File: config.mk
export PLATFORM = sky130hd
export DESIGN_NAME = norm3_rr_arbiter_flat
export DESIGN_NICKNAME = d
export VERILOG_FILES = /design/src/rtl/norm3_rr_arbiter_if.sv /design/src/rtl/norm3_rr_arbiter.sv /design/src/flat_wrapper.sv
export SDC_FILE = /design/constraint.sdc
export NUM_CORES = 1
export LEC_CHECK = 0
export BUFFER_PORTS_ARGS = -buffer_cell sky130_fd_sc_hd__buf_2
export CELL_PAD_IN_SITES_DETAIL_PLACEMENT = 1
export CELL_PAD_IN_SITES_GLOBAL_PLACEMENT = 2
export CORE_AREA = 2 2 269 271
export CTS_CLUSTER_DIAMETER = 200
export CTS_CLUSTER_SIZE = 16
export DETAILED_ROUTE_END_ITERATION = 16
export DIE_AREA = 0 0 271 273
export PLACE_DENSITY_LB_ADDON = 0.1
export SLEW_MARGIN = 20
export SYNTH_ARGS = -nofsm -noshare
export SYNTH_HDL_FRONTEND = slang
export SYNTH_SLANG_ARGS = --single-unit
File: constraint.sdc
create_clock -name clk -period 4.1 [get_ports clk]
set_input_delay 0.205 -clock clk [delete_from_list [all_inputs] [get_ports clk]]
set_output_delay 0.205 -clock clk [all_outputs]
set_load 0.02 [all_outputs]
File: src/rtl/norm3_rr_arbiter_if.sv
// rtl/norm3_rr_arbiter_if.sv - request, normalizer and response bundle for norm3_rr_arbiter
interface norm3_rr_arbiter_if #(
  parameter int FRAC_BITS = 32,
  parameter int NUM_REQ   = 4,
  parameter int TAG_DEPTH = 16
);
  localparam int CNT_W = $clog2(TAG_DEPTH + 1);

  logic [NUM_REQ-1:0]           req_valid;
  logic [NUM_REQ-1:0]           req_ready;
  logic [NUM_REQ*FRAC_BITS-1:0] req_x;
  logic [NUM_REQ*FRAC_BITS-1:0] req_y;
  logic [NUM_REQ*FRAC_BITS-1:0] req_z;

  logic                 nrm_in_valid;
  logic [FRAC_BITS-1:0] nrm_in_x;
  logic [FRAC_BITS-1:0] nrm_in_y;
  logic [FRAC_BITS-1:0] nrm_in_z;

  logic                 nrm_out_valid;
  logic [FRAC_BITS-1:0] nrm_out_x;
  logic [FRAC_BITS-1:0] nrm_out_y;
  logic [FRAC_BITS-1:0] nrm_out_z;

  logic [NUM_REQ-1:0]   rsp_valid;
  logic [FRAC_BITS-1:0] rsp_x;
  logic [FRAC_BITS-1:0] rsp_y;
  logic [FRAC_BITS-1:0] rsp_z;

  logic [CNT_W-1:0] outstanding;
  logic             err_orphan;

  // arbiter side
  modport slave (
    input  req_valid, req_x, req_y, req_z,
    input  nrm_out_valid, nrm_out_x, nrm_out_y, nrm_out_z,
    output req_ready,
    output nrm_in_valid, nrm_in_x, nrm_in_y, nrm_in_z,
    output rsp_valid, rsp_x, rsp_y, rsp_z,
    output outstanding, err_orphan
  );

  // requesters plus normalizer side
  modport master (
    output req_valid, req_x, req_y, req_z,
    output nrm_out_valid, nrm_out_x, nrm_out_y, nrm_out_z,
    input  req_ready,
    input  nrm_in_valid, nrm_in_x, nrm_in_y, nrm_in_z,
    input  rsp_valid, rsp_x, rsp_y, rsp_z,
    input  outstanding, err_orphan
  );
endinterface

File: src/rtl/norm3_rr_arbiter.sv
// rtl/norm3_rr_arbiter.sv - round-robin sharing of one 3-vector normalizer; optional macro NORM3_ARB_PRIO0_EN
module norm3_rr_arbiter #(
  parameter int FRAC_BITS = 32,
  parameter int NUM_REQ   = 4,
  parameter int TAG_DEPTH = 16
) (
  input logic               clk,
  input logic               rst_n,
  norm3_rr_arbiter_if.slave bus
);
  localparam int PTR_W = $clog2(NUM_REQ);
  localparam int IDX_W = PTR_W + 1;
  localparam int CNT_W = $clog2(TAG_DEPTH + 1);
  localparam int FP_W  = (TAG_DEPTH > 1) ? $clog2(TAG_DEPTH) : 1;

  localparam logic [CNT_W-1:0] DEPTH_C  = CNT_W'(TAG_DEPTH);
  localparam logic [FP_W-1:0]  FP_LAST  = FP_W'(TAG_DEPTH - 1);
  localparam logic [PTR_W-1:0] PTR_LAST = PTR_W'(NUM_REQ - 1);
  localparam logic [IDX_W-1:0] NREQ_C   = IDX_W'(NUM_REQ);

  // registered state
  logic [PTR_W-1:0]     ptr_q, ptr_d;
  logic [FP_W-1:0]      wr_q, wr_d;
  logic [FP_W-1:0]      rd_q, rd_d;
  logic [CNT_W-1:0]     cnt_q, cnt_d;
  logic                 nrm_in_valid_q, nrm_in_valid_d;
  logic [FRAC_BITS-1:0] nrm_in_x_q, nrm_in_x_d;
  logic [FRAC_BITS-1:0] nrm_in_y_q, nrm_in_y_d;
  logic [FRAC_BITS-1:0] nrm_in_z_q, nrm_in_z_d;
  logic [NUM_REQ-1:0]   rsp_valid_q, rsp_valid_d;
  logic [FRAC_BITS-1:0] rsp_x_q, rsp_x_d;
  logic [FRAC_BITS-1:0] rsp_y_q, rsp_y_d;
  logic [FRAC_BITS-1:0] rsp_z_q, rsp_z_d;
  logic                 err_orphan_q, err_orphan_d;
  logic [PTR_W-1:0]     tag_mem_q [TAG_DEPTH];

  // combinational
  logic               found;
  logic [PTR_W-1:0]   win;
  logic [IDX_W-1:0]   idx_w;
  logic               credit_ok;
  logic [NUM_REQ-1:0] req_ready_c;
  logic               push;
  logic               pop;
  logic               empty;
  logic [PTR_W-1:0]   pop_tag;

  // credit uses the registered count, so a pop never opens a grant in its own cycle
  assign credit_ok = (cnt_q < DEPTH_C);
  assign empty     = (cnt_q == '0);
  assign pop       = bus.nrm_out_valid & ~empty;
  assign pop_tag   = tag_mem_q[rd_q];

  // pick the first valid requester at or after the pointer, wrapping modulo NUM_REQ
  always_comb begin
    found = 1'b0;
    win   = '0;
    idx_w = '0;
`ifdef NORM3_ARB_PRIO0_EN
    if (bus.req_valid[0]) begin
      found = 1'b1;
    end
`endif
    for (int k = 0; k < NUM_REQ; k++) begin
      idx_w = {1'b0, ptr_q} + IDX_W'(k);
      if (idx_w >= NREQ_C) idx_w = idx_w - NREQ_C;
      if (!found && bus.req_valid[idx_w[PTR_W-1:0]]) begin
        found = 1'b1;
        win   = idx_w[PTR_W-1:0];
      end
    end
  end

  // one-hot grant, withheld without credit and while reset is asserted
  always_comb begin
    req_ready_c = '0;
    if (found && credit_ok && rst_n) req_ready_c[win] = 1'b1;
  end

  assign push          = |req_ready_c;
  assign bus.req_ready = req_ready_c;

  // next-state for pointer, tag FIFO, issue register and response register
  always_comb begin
    ptr_d          = ptr_q;
    wr_d           = wr_q;
    rd_d           = rd_q;
    cnt_d          = cnt_q;
    nrm_in_valid_d = push;
    nrm_in_x_d     = nrm_in_x_q;
    nrm_in_y_d     = nrm_in_y_q;
    nrm_in_z_d     = nrm_in_z_q;
    rsp_valid_d    = '0;
    rsp_x_d        = rsp_x_q;
    rsp_y_d        = rsp_y_q;
    rsp_z_d        = rsp_z_q;
    err_orphan_d   = err_orphan_q;

    if (push) begin
`ifdef NORM3_ARB_PRIO0_EN
      // a requester-0 win leaves the rotation among the others untouched
      if (win != '0) ptr_d = (win == PTR_LAST) ? '0 : win + PTR_W'(1);
`else
      ptr_d = (win == PTR_LAST) ? '0 : win + PTR_W'(1);
`endif
      wr_d       = (wr_q == FP_LAST) ? '0 : wr_q + FP_W'(1);
      nrm_in_x_d = bus.req_x[win*FRAC_BITS +: FRAC_BITS];
      nrm_in_y_d = bus.req_y[win*FRAC_BITS +: FRAC_BITS];
      nrm_in_z_d = bus.req_z[win*FRAC_BITS +: FRAC_BITS];
    end

    if (pop) begin
      rd_d                 = (rd_q == FP_LAST) ? '0 : rd_q + FP_W'(1);
      rsp_valid_d[pop_tag] = 1'b1;
      rsp_x_d              = bus.nrm_out_x;
      rsp_y_d              = bus.nrm_out_y;
      rsp_z_d              = bus.nrm_out_z;
    end

    // a result with no tag to route it is dropped and flagged until reset
    if (bus.nrm_out_valid && empty) err_orphan_d = 1'b1;

    case ({push, pop})
      2'b10:   cnt_d = cnt_q + CNT_W'(1);
      2'b01:   cnt_d = cnt_q - CNT_W'(1);
      default: cnt_d = cnt_q;
    endcase
  end

  // state registers, cleared asynchronously
  always_ff @(posedge clk or negedge rst_n) begin
    if (!rst_n) begin
      ptr_q          <= '0;
      wr_q           <= '0;
      rd_q           <= '0;
      cnt_q          <= '0;
      nrm_in_valid_q <= 1'b0;
      nrm_in_x_q     <= '0;
      nrm_in_y_q     <= '0;
      nrm_in_z_q     <= '0;
      rsp_valid_q    <= '0;
      rsp_x_q        <= '0;
      rsp_y_q        <= '0;
      rsp_z_q        <= '0;
      err_orphan_q   <= 1'b0;
    end else begin
      ptr_q          <= ptr_d;
      wr_q           <= wr_d;
      rd_q           <= rd_d;
      cnt_q          <= cnt_d;
      nrm_in_valid_q <= nrm_in_valid_d;
      nrm_in_x_q     <= nrm_in_x_d;
      nrm_in_y_q     <= nrm_in_y_d;
      nrm_in_z_q     <= nrm_in_z_d;
      rsp_valid_q    <= rsp_valid_d;
      rsp_x_q        <= rsp_x_d;
      rsp_y_q        <= rsp_y_d;
      rsp_z_q        <= rsp_z_d;
      err_orphan_q   <= err_orphan_d;
    end
  end

  // tag storage needs no reset: the count decides which entries are live
  always_ff @(posedge clk) begin
    if (push) tag_mem_q[wr_q] <= win;
  end

  assign bus.nrm_in_valid = nrm_in_valid_q;
  assign bus.nrm_in_x     = nrm_in_x_q;
  assign bus.nrm_in_y     = nrm_in_y_q;
  assign bus.nrm_in_z     = nrm_in_z_q;
  assign bus.rsp_valid    = rsp_valid_q;
  assign bus.rsp_x        = rsp_x_q;
  assign bus.rsp_y        = rsp_y_q;
  assign bus.rsp_z        = rsp_z_q;
  assign bus.outstanding  = cnt_q;
  assign bus.err_orphan   = err_orphan_q;
endmodule

File: src/flat_wrapper.sv
// flat-port wrapper written by rule: the top's interface ports become plain ports
module norm3_rr_arbiter_flat 
#(
  parameter int FRAC_BITS = 32,
  parameter int NUM_REQ   = 4,
  parameter int TAG_DEPTH = 16
)
  (clk, rst_n, bus_req_valid, bus_req_x, bus_req_y, bus_req_z, bus_nrm_out_valid, bus_nrm_out_x, bus_nrm_out_y, bus_nrm_out_z, bus_req_ready, bus_nrm_in_valid, bus_nrm_in_x, bus_nrm_in_y, bus_nrm_in_z, bus_rsp_valid, bus_rsp_x, bus_rsp_y, bus_rsp_z, bus_outstanding, bus_err_orphan);
  norm3_rr_arbiter_if #(.FRAC_BITS(FRAC_BITS), .NUM_REQ(NUM_REQ), .TAG_DEPTH(TAG_DEPTH)) bus_i ();
  input logic clk;
  input logic rst_n;
  input wire logic [$bits(bus_i.req_valid)-1:0] bus_req_valid;
  input wire logic [$bits(bus_i.req_x)-1:0] bus_req_x;
  input wire logic [$bits(bus_i.req_y)-1:0] bus_req_y;
  input wire logic [$bits(bus_i.req_z)-1:0] bus_req_z;
  input wire logic [$bits(bus_i.nrm_out_valid)-1:0] bus_nrm_out_valid;
  input wire logic [$bits(bus_i.nrm_out_x)-1:0] bus_nrm_out_x;
  input wire logic [$bits(bus_i.nrm_out_y)-1:0] bus_nrm_out_y;
  input wire logic [$bits(bus_i.nrm_out_z)-1:0] bus_nrm_out_z;
  output wire logic [$bits(bus_i.req_ready)-1:0] bus_req_ready;
  output wire logic [$bits(bus_i.nrm_in_valid)-1:0] bus_nrm_in_valid;
  output wire logic [$bits(bus_i.nrm_in_x)-1:0] bus_nrm_in_x;
  output wire logic [$bits(bus_i.nrm_in_y)-1:0] bus_nrm_in_y;
  output wire logic [$bits(bus_i.nrm_in_z)-1:0] bus_nrm_in_z;
  output wire logic [$bits(bus_i.rsp_valid)-1:0] bus_rsp_valid;
  output wire logic [$bits(bus_i.rsp_x)-1:0] bus_rsp_x;
  output wire logic [$bits(bus_i.rsp_y)-1:0] bus_rsp_y;
  output wire logic [$bits(bus_i.rsp_z)-1:0] bus_rsp_z;
  output wire logic [$bits(bus_i.outstanding)-1:0] bus_outstanding;
  output wire logic [$bits(bus_i.err_orphan)-1:0] bus_err_orphan;
  assign bus_i.req_valid = bus_req_valid;
  assign bus_i.req_x = bus_req_x;
  assign bus_i.req_y = bus_req_y;
  assign bus_i.req_z = bus_req_z;
  assign bus_i.nrm_out_valid = bus_nrm_out_valid;
  assign bus_i.nrm_out_x = bus_nrm_out_x;
  assign bus_i.nrm_out_y = bus_nrm_out_y;
  assign bus_i.nrm_out_z = bus_nrm_out_z;
  assign bus_req_ready = bus_i.req_ready;
  assign bus_nrm_in_valid = bus_i.nrm_in_valid;
  assign bus_nrm_in_x = bus_i.nrm_in_x;
  assign bus_nrm_in_y = bus_i.nrm_in_y;
  assign bus_nrm_in_z = bus_i.nrm_in_z;
  assign bus_rsp_valid = bus_i.rsp_valid;
  assign bus_rsp_x = bus_i.rsp_x;
  assign bus_rsp_y = bus_i.rsp_y;
  assign bus_rsp_z = bus_i.rsp_z;
  assign bus_outstanding = bus_i.outstanding;
  assign bus_err_orphan = bus_i.err_orphan;
  norm3_rr_arbiter #(.FRAC_BITS(FRAC_BITS), .NUM_REQ(NUM_REQ), .TAG_DEPTH(TAG_DEPTH)) u_core (.clk(clk), .rst_n(rst_n), .bus(bus_i));
endmodule
==> results of run 1 <==
-- flip-flops by register name (all words and copies together) (netlist names), 2 cells and up --
signal / count
u_core.bus.nrm_in_z: 32
u_core.bus.rsp_y: 32
u_core.bus.outstanding: 5
u_core.tag_mem_q: 32
u_core.ptr_q: 2
u_core.bus.rsp_z: 32
u_core.bus.rsp_valid: 4
u_core.rd_q: 4
u_core.bus.rsp_x: 32
u_core.bus.nrm_in_x: 32
u_core.wr_q: 4
u_core.bus.nrm_in_y: 32
-- power by group --
group | total [mW] | switching (mW) | internal (mW)
clock network | 1.84 | 0.988 | 0.853
logic | 7.26 | 4.81 | 2.45
registers | 3.89 | 0.567 | 3.33
-- final timing paths --
path,end,slack [ns],cells after the start
max,u_core.tag_mem_q[11][1],0.68,11
min,u_core.bus.nrm_in_x[29],0.02,3
max reg2reg,u_core.tag_mem_q[11][1],0.68,11
min reg2reg,u_core.bus.err_orphan,0.47,1
max in group asynchronous,u_core.bus.rsp_x[3],2.06,4
min in group asynchronous,u_core.bus.rsp_x[16],0.20,2
-- area by class of cell --
class | count | area, µm² | share of cell area (%)
multi-input combinational | 994 | 6410 | 32.9
sequential | 245 | 6290 | 32.3
timing repair buffer | 842 | 4970 | 25.6
tap | 950 | 1190 | 6.11
clock buffer | 23 | 490 | 2.52
inverter | 13 | 52.6 | 0.270
clock inverter | 2 | 25.0 | 0.129
antenna | 9 | 22.5 | 0.116
-- worst max-delay path: cells and delay by family (launching register included) --
| kind | cells | cell delay [ns] |
|---|---|---|
| buffers and inverters | 4 | 1.14 |
| AND/OR/NAND/NOR | 3 | 0.82 |
| AO/OA/AOI/OAI | 3 | 0.52 |
| flip-flops | 1 | 0.43 |
| adder cells (fa/ha/maj) | 1 | 0.21 |
-- per-layer routing --
| metal | up-vias | share of wire, % | global-route usage, % |
|---|---|---|---|
| met1 | 6980 | 42 | 22.5 |
| met5 | - | 0.37 | 0 |
| met3 | 100 | 6.5 | 5.05 |
| met2 | 447 | 50 | 33.0 |
| met4 | 40 | 1.5 | 2.88 |
| li1 | 6640 | - | - |
-- cell families (layout without fill, tap and decap cells) --
family	count (synthesis)	in the layout
AO/OA/AOI/OAI	415	415
XOR/XNOR	5	5
adder cells (fa/ha/maj)	11	11
buffers and inverters	172	880
flip-flops	245	245
multiplexers	14	14
other	0	9
AND/OR/NAND/NOR	549	549
-- stage by stage --
| stage | setup slack (ns) | power, mW | util, % | instance area (µm²) | hold slack [ns] |
|---|---|---|---|---|---|
| after floorplan | 0.0836 | 8.52 | - | 13600 | -0.0906 |
| after global placement | 0.726 | 11.2 | 24.9 | 17700 | 0.179 |
| after detailed placement | 0.654 | 11.3 | 24.9 | 17700 | 0.182 |
| after CTS | 0.623 | 13.3 | 27.4 | 19400 | 0.000997 |
| after global routing | 0.311 | 14.0 | 27.4 | 19400 | 0.00986 |
| final | 0.683 | 13.0 | 27.4 | 19500 | 0.0177 |
-- cell usage in the layout (no fill, tap or decap), drive strengths merged, types with 2 or more instances in the layout --
master	Yosys	final
buf	63	718
mux4	10	10
and4b	2	2
clkbuf	96	23
nand3	5	5
dfrtp	213	213
nor2	12	12
xnor2	2	2
ha	10	10
edfxtp	32	32
a211oi	194	194
nand2	305	305
mux2	4	4
nor4b	2	2
dlygate4sd3	0	124
a21oi	5	5
and3	202	202
or4	4	4
diode	0	9
o31ai	97	97
a21o	3	3
clkinv	0	2
o211ai	98	98
nor2b	7	7
inv	13	13
xor2	3	3
or3b	2	2
o21ai	12	12
nor3	3	3
==> results_dict.tcl, run 1 <==
set metrics [dict create \
    end_kind "register" \
    crit_top_cell "inv_1" \
    synth_edf_count 32 \
    htreeDepth 1 \
    max_stage_delay_ns 0.66 \
    clock_latency_ns 0.53 \
    maxCapViolations 0 \
    grt_pass1_wl_um 104000 \
    p_per_area_nw_per_um2 668 \
    core-area_um2 71000 \
    synthMuxAreaShare_pct 1.99 \
    ys_types 47 \
    yosys.area_share.adder_pct 1.07 \
    synth.top_cell.area_share_pct 39.3 \
    crit_chain "nor2b_1, o21ai_0, nand2_4, inv_1, ha_1, inv_1, o2111a_4, o21a_4, buf_4, inv_2, and4b_1" \
    dr_total_vias 14200 \
    yosys-top-cells-count "nand2_1 (304), dfrtp_1 (213), and3_1 (202), a211oi_1 (179), o211ai_1 (98)" \
    vias_per_cell 4.62 \
    layout-drive-gt1-share_pct 37.6 \
    start_kind "register" \
    status "completed" \
    synth_compound_area_share_pct 23.8 \
    synth_top_flop_cell "dfrtp_1" \
    setup_viol 0 \
    crit_fanout 67 \
    cts.clk_slew.worst_paths_ns 0.08 \
    crit_type "register to register" \
    final_nets 2613 \
    hold_viol 0 \
    globalplace.congestion 0.799 \
    firstDrtPassIters 4 \
    grt_start_max_net_pins 194 \
    io_pins 694 \
    grt_use_total_pct 18.5 \
    async_flop_share_pct 86.9 \
    wl_per_cell_um 23.3 \
    peakVddDrop_mv 0.342 \
    ctsRootBufferMaster "clkbuf_16" \
    detail-route-antenna-nets 0 \
    drtIter0Drc 468 \
    fin_crit_ns 3.42 \
    synth_simple_gate_area_share_pct 19.6 \
    worstMarginPinSlew_ns 1.02 \
    fin_cells 3078 \
    place_hpwl_um 51800 \
    cts_tree "yes" \
    fillers 8362 \
    post_cts_resized 0 \
    hold_buffers 124 \
    rsz0062_at_grt "no" \
    syn_to_final_growth_pct 43.5 \
    die_w_um 271 \
    row_count 98 \
    hold_class "input pin to register" \
    skew_ns 0.0189 \
    slew_headroom_pct 31.8 \
    clkSinkCount 245 \
    timing.fmax_mhz 293 \
    drc_errors 0 \
    p_leak_nw 9.48 \
    critPathLaunch "u_core.ptr_q[0]" \
    cp_slowest_cell "buf_4" \
    grt_remaining_overflow 0 \
    crit_required_ns 4.39 \
    synthCells 1411 \
    grt_pass1_vias 15400 \
    synth_xor_xnor_area_share_pct 0.323 \
    syn_nets 1909 \
    antenna_found_initial 34 \
    r2r-start "u_core.ptr_q[0]" \
    synth-seq-cells 245 \
    cts_buffers 19 \
    dieHeight_um 273 \
    fin_tns_setup_ns 0 \
    avgSynthCellArea_um2 9.60 \
    hold_path_startpoint "bus_req_x[125]" \
    final.period_utilization_pct 83.3 \
    start_util_pct 19.1 \
    worstPathArrival_ns 3.71 \
    ys_top_cells_by_area "dfrtp_1 (39%), a211oi_1 (9.9%), and3_1 (9.3%)" \
    synth.most_common_cell "nand2_1" \
    postCtsSetupRepairBufs 0 \
    final-max-slew-violation-count 0 \
    portBuffers 693 \
    netlist_area_um2 13600 \
    die_area_um2 74000 \
    dp.cells 2920 \
    yosysSeqAreaShare_pct 46.4 \
    wirelength_um 71700 \
    synth_top_family_by_area "compound AO/OA/AOI/OAI gates" \
    yosysTopAreaCell "dfrtp_1" \
    clockBufferDepth 3 \
    ys_warn_count 0 \
]
Note: power is estimated with default switching activity, not from simulation.
==> run 2: changes to the inputs <==
Settings changed: CORE_AREA 2 2 269 271 to 2 2 273 275, DIE_AREA 0 0 271 273 to 0 0 275 277.
Clock period 4.1 ns to 3.58 ns, I/O delays scaled along.
==> results_dict.tcl, run 2 (same netlist as run 1, synthesis figures left out) <==
set metrics [dict create \
    p_leak_nw 10.1 \
    detail-route-antenna-nets 0 \
    die_w_um 275 \
    hold_path_startpoint "bus_req_y[117]" \
    place_ws_ns 0.324 \
    crit_required_ns 4.05 \
    drc_errors 0 \
    hold_class "input pin to register" \
    r2r-start "u_core.ptr_q[1]" \
    row_count 100 \
    switchingPower_mw 7.51 \
    io_pins 694 \
    status "completed" \
    cts.clk_slew.worst_paths_ns 0.09 \
    final_common_cell "buf_2" \
    cts_tree "yes" \
    intPower_mw 8.01 \
    grt_remaining_overflow 0 \
    crit_type "register to register" \
    worst_slack_ns 0.207 \
    worstMarginPinSlew_ns 1.02 \
    firstDrtPassIters 4 \
    final_nets 2741 \
    seqPwrFrac_pct 28.7 \
    final-max-slew-violation-count 0 \
    portBuffers 693 \
    crit_fanout 104 \
    rsz0062_at_grt "no" \
    clkPwrFrac_pct 13.8 \
    grt_pass1_wl_um 109000 \
    final.period_utilization_pct 94.2 \
    reg2reg_slack_ns 0.21 \
    grt_pass1_vias 16300 \
    clock_latency_ns 0.54 \
    setup_viol 0 \
    dieHeight_um 277 \
    cp_num_buf_inv 4 \
    ctsRootBufferMaster "clkbuf_16" \
    die_area_um2 76200 \
    worstPathArrival_ns 3.85 \
    end_kind "register" \
    wirelength_um 75000 \
    critPathLaunch "u_core.ptr_q[1]" \
    grt_start_max_net_pins 194 \
    htreeDepth 1 \
    cp_slowest_cell "dlygate4sd3_1" \
    core-area_um2 73600 \
    wl_per_cell_um 23.2 \
    crit_chain "inv_2, or4_4, nand2_1, ha_1, inv_1, o2111a_4, o21a_4, buf_12, o31ai_1, dlygate4sd3_1" \
    max_stage_delay_ns 0.60 \
    layout-drive-gt1-share_pct 35.8 \
    fin_crit_ns 3.37 \
    start_kind "register" \
    syn_to_final_growth_pct 53.9 \
    maxCapViolations 0 \
    globalplace.congestion 0.782 \
    drtIter0Drc 510 \
    cp_top_family "buffers and inverters" \
    place_hpwl_um 53000 \
    peakVddDrop_mv 0.530 \
    grt_use_total_pct 18.9 \
    cts_buffers 19 \
    slew_headroom_pct 32.2 \
    timing.fmax_mhz 296 \
    p_per_area_nw_per_um2 744 \
    fin_tns_setup_ns 0 \
    power_mw 15.5 \
    clockBufferDepth 3 \
    skew_ns 0.0150 \
    antenna_found_initial 39 \
    power_frac_comb_pct 57.4 \
    vias_per_cell 4.56 \
    clkSinkCount 245 \
    mostFrequentLayoutCells "buf_2 (692), nand2_1 (303), dlygate4sd3_1 (247)" \
    hold_viol 0 \
    switching_share_pct 48.4 \
    start_util_pct 18.4 \
    dr_total_vias 14800 \
]
-- run 2: changes by cell type in the layout (fill, tap and decap cells not counted), moves of 2 or more --
cell	before	now
clkbuf_1	4	6
buf_4	19	21
diode_2	9	22
ha_1	10	8
ha_4	0	2
dlygate4sd3_1	124	247
buf_16	0	2
-- run 2: tightest hold or removal path: stages --
cell,delay (ns)
buf_2,0.08
a211oi_1,0.08
o31ai_1,0.18
-- run 2: stage by stage --
stage / utilization (%) / cells / hold slack [ns] / instance area [µm²]
after floorplan: - / 1411 / -0.117 / 13600
after global placement: 24.1 / 2941 / 0.0286 / 17700
after detailed placement: 24.1 / 2941 / 0.0264 / 17700
after CTS: 28.2 / 3215 / 0.000911 / 20700
after global routing: 28.3 / 3235 / 0.00554 / 20800
final: 28.3 / 3240 / 0.0323 / 20800
-- run 2: path summary, 6_finish.rpt --
path	endpoint	cells after the start
max in group asynchronous	u_core.bus.rsp_y[3]	4
max reg2reg	u_core.bus.nrm_in_x[3]	10
max	u_core.bus.nrm_in_x[3]	10
min in group asynchronous	u_core.bus.rsp_x[7]	2
min reg2reg	u_core.bus.rsp_z[18]	2
min	u_core.bus.nrm_in_y[21]	3
-- run 2: timing repair --
item / in CTS / in global routing
gates cloned: 0 / 1
pin swaps: 0 / 1
setup buffers: 0 / 2
hold buffers: 247 / 0
hold endpoints to repair: 239 / 0
resized for setup: 1 / 3
setup endpoints to repair: 1 / 17
-- run 2: power by group through the flow --
| stage | sequential (mW) | combinational (mW) | clock (mW) |
|---|---|---|---|
| 6_report | 4.46 | 8.91 | 2.15 |
| 2_1_floorplan | 5.40 | 4.41 | 0 |
| 4_1_cts | 4.47 | 9.06 | 2.31 |
| 3_3_place_gp | 4.49 | 8.47 | 0 |
| 3_5_place_dp | 4.52 | 8.54 | 0 |
| 5_1_grt | 4.61 | 9.72 | 2.39 |
-- run 2: cell type report --
| cell class | instances | area (µm²) |
|---|---|---|
| clock inverter | 2 | 25.0 |
| sequential | 245 | 6290 |
| multi-input combinational | 995 | 6450 |
| timing repair buffer | 969 | 6270 |
| fill | 8685 | 52700 |
| antenna | 22 | 55.1 |
| inverter | 13 | 52.6 |
| tap | 969 | 1210 |
| clock buffer | 25 | 498 |
-- run 2: layer usage --
layer  vias to the layer above  global-route usage, %  part of all wire, %
met5                         -                      0                 0.26
met1                      7335                   22.0                   40
li1                       6911                      -                    -
met2                       422                   33.9                   51
met3                        91                   5.43                  7.1
met4                        30                   4.07                  1.7
==> run 3: changes to the inputs <==
Settings changed: CTS_BUF_LIST set to sky130_fd_sc_hd__clkbuf_8.
==> results_dict.tcl, run 3 (same netlist as run 1, synthesis figures left out) <==
set metrics [dict create \
    portBuffers 693 \
    cts.clk_slew.worst_paths_ns 0.14 \
    syn_to_final_growth_pct 63.0 \
    postCtsSetupRepairBufs 0 \
    place_ws_ns 0.324 \
    layout-drive-gt1-share_pct 33.6 \
    cp_slowest_cell "or4_4" \
    crit_chain "inv_2, or4_4, buf_16, nand2_8, a211oi_1, dlygate4sd3_1, o31ai_1, dlygate4sd3_1" \
    fin_crit_ns 3.46 \
    htreeDepth 1 \
    grt_pass1_wl_um 111000 \
    holdWs_ns 0.0596 \
    cts_buffers 19 \
    wl_per_cell_um 22.8 \
    rsz0062_at_grt "no" \
    start_util_pct 18.4 \
    grt_start_max_net_pins 194 \
    worst_slack_ns 0.117 \
    dr_total_vias 15300 \
    place_hpwl_um 53000 \
    setup_viol 0 \
    final.period_utilization_pct 96.7 \
    final_common_cell "buf_2" \
    hold_class "input pin to register" \
    clock_latency_ns 0.62 \
    reg2reg_to "u_core.bus.nrm_in_z[15]" \
    drc_errors 0 \
    cts_tree "yes" \
    crit_type "register to register" \
    drtIter0Drc 518 \
    cp_top_family "buffers and inverters" \
    slew_headroom_pct 36.5 \
    p_per_area_nw_per_um2 704 \
    grt_pass1_vias 17000 \
    skew_ns 0.0393 \
    core-area_um2 73600 \
    p_leak_nw 10.7 \
    reg2reg_slack_ns 0.12 \
    whs_path_depth 4 \
    clkSinkCount 245 \
    grt_use_total_pct 19.1 \
    antenna_found_initial 39 \
    io_pins 694 \
    mostFrequentLayoutCells "buf_2 (692), dlygate4sd3_1 (390), nand2_1 (303)" \
    vias_per_cell 4.54 \
    fin_cells 3378 \
    start_kind "register" \
    grt_remaining_overflow 0 \
    worstPathArrival_ns 4.04 \
    detail-route-antenna-nets 0 \
    cp_num_buf_inv 4 \
    crit_top_cell "dlygate4sd3_1" \
    clockBufferDepth 3 \
    die_w_um 275 \
    peakVddDrop_mv 0.416 \
    max_stage_delay_ns 0.64 \
    crit_required_ns 4.15 \
    die_area_um2 76200 \
    timing.fmax_mhz 289 \
    crit_fanout 97 \
    r2r-start "u_core.ptr_q[1]" \
    reg2regPathDepth 8 \
    end_kind "register" \
    fin_tns_setup_ns 0 \
    hold_path_end "u_core.bus.nrm_in_x[14]" \
    final-max-slew-violation-count 0 \
    status "completed" \
    worstMarginPinSlew_ns 0.949 \
    final_nets 2883 \
    maxCapViolations 0 \
    firstDrtPassIters 4 \
    dp.cells 2941 \
    ctsRootBufferMaster "clkbuf_8" \
    row_count 100 \
    hold_viol 0 \
    dieHeight_um 277 \
    hold_path_startpoint "bus_req_x[78]" \
    wirelength_um 77200 \
    globalplace.congestion 0.782 \
]
run 3: tightest hold or removal path, stage by stage:
cell      delay, ns
buf_2          0.11
and3_1         0.14
a211oi_1       0.05
o31ai_1        0.18
run 3: how the worst max path moves through the flow:
stage	startpoint	to	slack (ns)	cells past startpoint
after floorplan	u_core.ptr_q[1]	u_core.bus.outstanding[4]	0.01	21
final	u_core.ptr_q[1]	u_core.bus.nrm_in_z[15]	0.12	8
after CTS	u_core.ptr_q[0]	u_core.bus.nrm_in_z[15]	0.01	8
after detailed placement	u_core.ptr_q[0]	u_core.bus.nrm_in_x[22]	0.32	11
after global placement	u_core.ptr_q[1]	u_core.bus.nrm_in_z[23]	0.48	11
after global routing	u_core.ptr_q[1]	u_core.bus.nrm_in_x[3]	0.01	8
run 3: where the power goes:
group | internal, mW | switching [mW] | total (mW)
registers | 3.80 | 0.653 | 4.46
logic | 3.67 | 5.82 | 9.49
clock network | 0.501 | 1.10 | 1.61
run 3: through the flow:
stage                     util, %  power, mW  instance area [µm²]
final                        30.0       15.6                22100
after global routing         30.0       16.8                22100
after CTS                    29.9       15.8                22000
after detailed placement     24.1       13.1                17700
after global placement       24.1       13.0                17700
after floorplan                 -       9.81                13600
run 3: per-layer routing:
metal  part of all wire (%)  global-route usage [%]
met1                     40                    22.3
met5                   0.27                       0
met3                    6.7                    5.32
met4                    1.8                    3.87
met2                     51                    34.6
run 3: final cells by class:
type	count	area, µm²
antenna	18	45.0
clock buffer	19	262
clock inverter	8	46.3
fill	8693	51500
inverter	13	52.6
multi-input combinational	994	6440
sequential	245	6290
tap	969	1210
timing repair buffer	1112	7740
run 3: repair_timing:
item	CTS	global route
hold buffers	390	0
gates resized for setup	1	5
pin swaps	0	1
endpoints found under the setup margin	1	17
cloned	0	2
endpoints found under the hold margin	296	0
